==> src/rtl/alu_exec_unit.sv <==
// alu_exec_unit: registered 4-op-class ALU responder behind a valid/ready
// request channel and a valid/ready response channel.
//   clk, rst_n             clock, asynchronous active-low reset
//   req_valid/req_ready    request handshake (ready only while idle)
//   req_op/x/y/cin         opcode, operands, carry-in (latched at accept)
//   rsp_valid/rsp_ready    response handshake
//   rsp_result/cout/err    2W-bit result, carry/no-borrow, illegal-opcode flag
//   busy                   unit is not idle
// Logic/add/shift ops complete one edge after accept; MULT is a W-edge
// shift-add. Response fields hold their last value while idle.
module alu_exec_unit #(
    parameter int unsigned W = 4
) (
    input  logic            clk,
    input  logic            rst_n,
    input  logic            req_valid,
    output logic            req_ready,
    input  logic [3:0]      req_op,
    input  logic [W-1:0]    req_x,
    input  logic [W-1:0]    req_y,
    input  logic            req_cin,
    output logic            rsp_valid,
    input  logic            rsp_ready,
    output logic [2*W-1:0]  rsp_result,
    output logic            rsp_cout,
    output logic            rsp_err,
    output logic            busy
);
    localparam int unsigned RW = 2 * W;
    localparam int unsigned CW = (W > 1) ? $clog2(W) : 1;

    localparam logic [3:0] OP_AND  = 4'b0000;
    localparam logic [3:0] OP_NAND = 4'b0001;
    localparam logic [3:0] OP_OR   = 4'b0010;
    localparam logic [3:0] OP_NOR  = 4'b0011;
    localparam logic [3:0] OP_XOR  = 4'b0100;
    localparam logic [3:0] OP_XNOR = 4'b0101;
    localparam logic [3:0] OP_NOT  = 4'b0110;
    localparam logic [3:0] OP_SHL  = 4'b0111;
    localparam logic [3:0] OP_ADD  = 4'b1000;
    localparam logic [3:0] OP_SUB  = 4'b1001;
    localparam logic [3:0] OP_MULT = 4'b1010;

    typedef enum logic [1:0] {IDLE, EXEC, MUL, RESP} state_t;

    state_t          state, state_n;
    logic [3:0]      op_q, op_n;
    logic [W-1:0]    x_q, x_n, y_q, y_n;
    logic            cin_q, cin_n;
    logic [RW-1:0]   acc_q, acc_n;
    logic [CW-1:0]   cnt_q, cnt_n;
    logic            ready_n, valid_n, busy_n, cout_n, err_n;
    logic [RW-1:0]   result_n;

    logic [W:0]      sum_w, diff_w;
    logic [W-1:0]    lo;
    logic [RW-1:0]   alu_res;
    logic            alu_cout, alu_err;

    // Single-cycle ALU on the latched operands; SUB uses x + ~y + 1 so the
    // carry out is the no-borrow flag.
    always_comb begin
        lo       = '0;
        alu_cout = 1'b0;
        alu_err  = 1'b0;
        sum_w    = {1'b0, x_q} + {1'b0, y_q} + (W+1)'(cin_q);
        diff_w   = {1'b0, x_q} + {1'b0, ~y_q} + (W+1)'(1);
        case (op_q)
            OP_AND:  lo = x_q & y_q;
            OP_NAND: lo = ~(x_q & y_q);
            OP_OR:   lo = x_q | y_q;
            OP_NOR:  lo = ~(x_q | y_q);
            OP_XOR:  lo = x_q ^ y_q;
            OP_XNOR: lo = ~(x_q ^ y_q);
            OP_NOT:  lo = ~x_q;
            OP_SHL:  lo = (32'(y_q) >= W) ? '0 : (x_q << y_q);
            OP_ADD:  begin lo = sum_w[W-1:0];  alu_cout = sum_w[W];  end
            OP_SUB:  begin lo = diff_w[W-1:0]; alu_cout = diff_w[W]; end
            default: alu_err = 1'b1;
        endcase
        alu_res = RW'(lo);
    end

    // Next-state, datapath and output decode.
    always_comb begin
        state_n  = state;
        op_n     = op_q;
        x_n      = x_q;
        y_n      = y_q;
        cin_n    = cin_q;
        acc_n    = acc_q;
        cnt_n    = cnt_q;
        result_n = rsp_result;
        cout_n   = rsp_cout;
        err_n    = rsp_err;
        case (state)
            IDLE: begin
                if (req_valid && req_ready) begin
                    op_n    = req_op;
                    x_n     = req_x;
                    y_n     = req_y;
                    cin_n   = req_cin;
                    acc_n   = '0;
                    cnt_n   = '0;
                    state_n = (req_op == OP_MULT) ? MUL : EXEC;
                end
            end
            EXEC: begin
                result_n = alu_res;
                cout_n   = alu_cout;
                err_n    = alu_err;
                state_n  = RESP;
            end
            MUL: begin
                if (y_q[cnt_q]) begin
                    acc_n = acc_q + (RW'(x_q) << cnt_q);
                end
                cnt_n = cnt_q + CW'(1);
                if (cnt_q == CW'(W - 1)) begin
                    result_n = acc_n;
                    cout_n   = 1'b0;
                    err_n    = 1'b0;
                    state_n  = RESP;
                end
            end
            RESP: begin
                // rsp_valid is always high here, so rsp_ready alone completes.
                if (rsp_ready) begin
                    state_n = IDLE;
                end
            end
            default: state_n = IDLE;
        endcase
        ready_n = (state_n == IDLE);
        valid_n = (state_n == RESP);
        busy_n  = (state_n != IDLE);
    end

    // State and output registers; req_ready stays low through reset so it
    // first rises on the edge after release.
    always_ff @(posedge clk or negedge rst_n) begin
        if (!rst_n) begin
            state      <= IDLE;
            op_q       <= '0;
            x_q        <= '0;
            y_q        <= '0;
            cin_q      <= 1'b0;
            acc_q      <= '0;
            cnt_q      <= '0;
            req_ready  <= 1'b0;
            rsp_valid  <= 1'b0;
            rsp_result <= '0;
            rsp_cout   <= 1'b0;
            rsp_err    <= 1'b0;
            busy       <= 1'b0;
        end else begin
            state      <= state_n;
            op_q       <= op_n;
            x_q        <= x_n;
            y_q        <= y_n;
            cin_q      <= cin_n;
            acc_q      <= acc_n;
            cnt_q      <= cnt_n;
            req_ready  <= ready_n;
            rsp_valid  <= valid_n;
            rsp_result <= result_n;
            rsp_cout   <= cout_n;
            rsp_err    <= err_n;
            busy       <= busy_n;
        end
    end

endmodule
==> config.mk <==
export PLATFORM = sky130hd
export DESIGN_NAME = alu_exec_unit
export DESIGN_NICKNAME = d
export VERILOG_FILES = /design/src/rtl/alu_exec_unit.sv
export SDC_FILE = /design/constraint.sdc
export NUM_CORES = 1
export LEC_CHECK = 0
export BUFFER_PORTS_ARGS = -buffer_cell sky130_fd_sc_hd__buf_2
export CELL_PAD_IN_SITES_DETAIL_PLACEMENT = 0
export CELL_PAD_IN_SITES_GLOBAL_PLACEMENT = 1
export CORE_AREA = 2 2 60 118
export DETAILED_ROUTE_END_ITERATION = 10
export DIE_AREA = 0 0 62 120
export GPL_ROUTABILITY_DRIVEN = 0
export PLACE_DENSITY_LB_ADDON = 0.15
export SLEW_MARGIN = 10
export SYNTH_ARGS = -nofsm -noshare
export SYNTH_HDL_FRONTEND = slang
export SYNTH_SLANG_ARGS = --single-unit
==> constraint.sdc <==
create_clock -name clk -period 3.1 [get_ports clk]
set_clock_uncertainty 0.05 [all_clocks]
set_input_delay 0.155 -clock clk [delete_from_list [all_inputs] [get_ports clk]]
set_output_delay 0.155 -clock clk [all_outputs]
set_load 0.05 [all_outputs]
==> flow_summary.yaml <==
global_routing:
  antenna_found_initial: 0
  gr-total-overflow: 0
  grt_pass1_wl_mm: 12.9
  first_global_vias: 2506
  grt_max_degree: 39
  groute.usage.overall_pct: 23.7
synthesis:
  yosys.area.top_type: "dfrtp_1"
  synth_edf_count: 0
  synth_common_cells: "nand2_1 (41), dfrtp_1 (38), o21ai_0 (23)"
  syn_avg_cell_area_um2: 9.03
  synth_flop_cell: "dfrtp_1"
  synthArstFlopShare_pct: 100
  synth_area_leaders: "dfrtp_1 (33%), ha_1 (8.8%), nand2_1 (5.4%), mux2i_1 (4.6%), o21ai_0 (4.0%)"
  seq_area_frac_synth_pct: 33.3
  syn-num-nets: 357
  synth_most_common_cell: "nand2_1"
  synth_top_area_share_pct: 33.3
  yosysWarnings: 0
  syn_inst: 316
  syn-cell-area_um2: 2850
  synth_cell_types: 62
  ys_seq_elements: 38
cells_and_area:
  fillers: 632
  diodes: 0
  drive_above_1_share_pct: 15.0
  nNetsFinal: 381
  area_growth_pct: 14.1
sta:
  worstMarginPinSlew_ns: 0.872
  period_share_pct: 83.2
  rsz0062_at_grt: "no"
  slew_viol_final: 0
  relSlewSlack_pct: 41.8
  post-route-min-period_ns: 2.58
  finalHoldViolCount: 0
  finalSetupTns_ns: 0
  setup_viol: 0
  fmax_mhz: 388
setup_path:
  cp_slowest_cell: "dfrtp_1"
  arrival_ns: 2.70
  r2r_start: "cnt_q[1]$_DFFE_PN0P_"
  end_kind: "flop"
  critPathBufInv: 0
  required_ns: 3.22
  path_cells: "o21ai_0, nand2_1, o21ai_0, ha_1, and3_1, a22o_1, a311oi_1, nor4_1, a211o_1"
  cpMostUsedCell: "o21ai_0"
  crit_family: "compound AO/OA/AOI/OAI gates"
  cp_max_fo: 12
  path_class: "flop to flop"
  cpPeakStageDelay_ns: 0.57
  cp-start-kind: "flop"
  worstSetupStartpoint: "cnt_q[1]$_DFFE_PN0P_"
die:
  core_um2: 6570
  row_count: 42
  ios: 30
  die_h_um: 120
  die_w_um: 62
  dieArea_um2: 7440
  start_util_pct: 43.4
route:
  drc: 0
  drt.antenna.violating_nets: 0
  routedWlPerCell_um: 18.6
  finalWirelength_mm: 7.98
  dr.pass1.iters: 4
  vias: 2493
  drt_iter0_markers: 97
  avgViaCountPerCell: 5.81
cts:
  post_cts_buffers: 0
  cts_buffers: 5
  clock-root-buffer: "clkbuf_16"
  max-clock-path-buffers: 2
  clock-sinks: 38
  path_clk_slew_ns: 0.06
  cts_tree: "yes"
  cts_max_level: 2
  clk_latency_ns: 0.29
outcome:
  status: "finished clean"
hold_path:
  hp-start: "req_op[2]"
  hp-class: "primary input to flop"
place:
  io_buffers: 29
  hpwl_mm: 6.18
job:
  maxCapViolCount: 0
-- layout make-up --
| class | instances | area [µm²] | share of cell area [%] |
|---|---|---|---|
| clock buffer | 5 | 125 | 3.84 |
| clock inverter | 3 | 68.8 | 2.11 |
| inverter | 14 | 52.6 | 1.61 |
| sequential | 38 | 951 | 29.2 |
| tap | 88 | 110 | 3.38 |
| timing repair buffer | 36 | 203 | 6.23 |
| multi-input combinational | 245 | 1750 | 53.6 |
-- sequential cells by signal (all words and copies together), names as in the netlist, 2 cells and up --
name	count
rsp_result	8
x_q	4
acc_q	8
cnt_q	2
y_q	4
state	2
op_q	4
-- cells in the final DEF, fill, tap and decap left out, drive strengths merged, types with 4 or more instances in the layout --
cell type	instances
nand2	41
nand2b	6
xnor2	5
and3	4
o2bb2ai	5
a211oi	6
nor2b	7
mux2i	13
clkbuf	5
dfrtp	38
a31oi	6
a21o	6
a22o	5
inv	14
and3b	4
ha	20
nor4	7
buf	34
o21ai	24
nor2	17
fa	4
a21oi	15
nand3	4
-- worst reg2reg max path, cell delays in order, from the launching register on --
cell      delay (ns)
dfrtp_1         0.57
o21ai_0         0.19
nand2_1         0.09
o21ai_0         0.11
ha_1            0.36
and3_1          0.21
a22o_1          0.26
a311oi_1        0.32
nor4_1          0.08
a211o_1         0.22
-- layer usage --
layer | track usage [%] | routed length [µm] | vias up
met4 | 12.6 | 393 | 0
met1 | 24.5 | 2840 | 1217
met3 | 3.56 | 210 | 24
met2 | 42.3 | 4540 | 52
met5 | 0 | 0 | -
li1 | - | - | 1200
-- metrics by stage --
| step | cell area [µm²] | utilization (%) | worst slack, ns | std cells | hold slack, ns |
|---|---|---|---|---|---|
| global placement | 3040 | 46.3 | 0.549 | 419 | 0.272 |
| detailed placement | 3040 | 46.3 | 0.521 | 419 | 0.276 |
| global route | 3260 | 49.6 | 0.357 | 429 | 0.0344 |
| finish | 3260 | 49.6 | 0.521 | 429 | 0.0160 |
| CTS | 3260 | 49.6 | 0.511 | 429 | 0.0108 |
| floorplan | 2850 | - | 0.664 | 316 | -0.191 |
-- final timing paths --
kind                                             endpoint  slack [ns]  cells after the start
min in group asynchronous            cnt_q[0]$_DFFE_PN0P_        0.47                      2
worst max register to register  rsp_result[7]$_DFFE_PN0P_        0.52                      9
worst min register to register  rsp_result[4]$_DFFE_PN0P_        0.42                      2
worst min-delay path                  op_q[2]$_DFFE_PN0P_        0.02                      3
max in group asynchronous             req_ready$_DFF_PN0_        1.98                      2
worst max-delay path            rsp_result[7]$_DFFE_PN0P_        0.52                      9
-- cell families (layout without fill, tap and decap cells) --
kind of cell / count (synthesis) / after routing / synth area share, %
AOI/OAI and AO/OA: 88 / 88 / 20.7
DFF: 38 / 38 / 33.3
buffers and inverters: 33 / 58 / 5.48
adders and majority gates: 24 / 24 / 11.6
and+or+nand+nor: 111 / 111 / 20.9
xor gates and xnor gates: 6 / 6 / 1.84
muxes: 16 / 16 / 6.14
-- what timing repair did --
item                                   CTS  global route
resized for setup                        0             0
endpoints found under the hold margin   39             0
hold buffers                             2             0
Power is left out: the tool's default activity adds up to more than one toggle a clock period on the data nets, which glitch-free logic cannot reach.
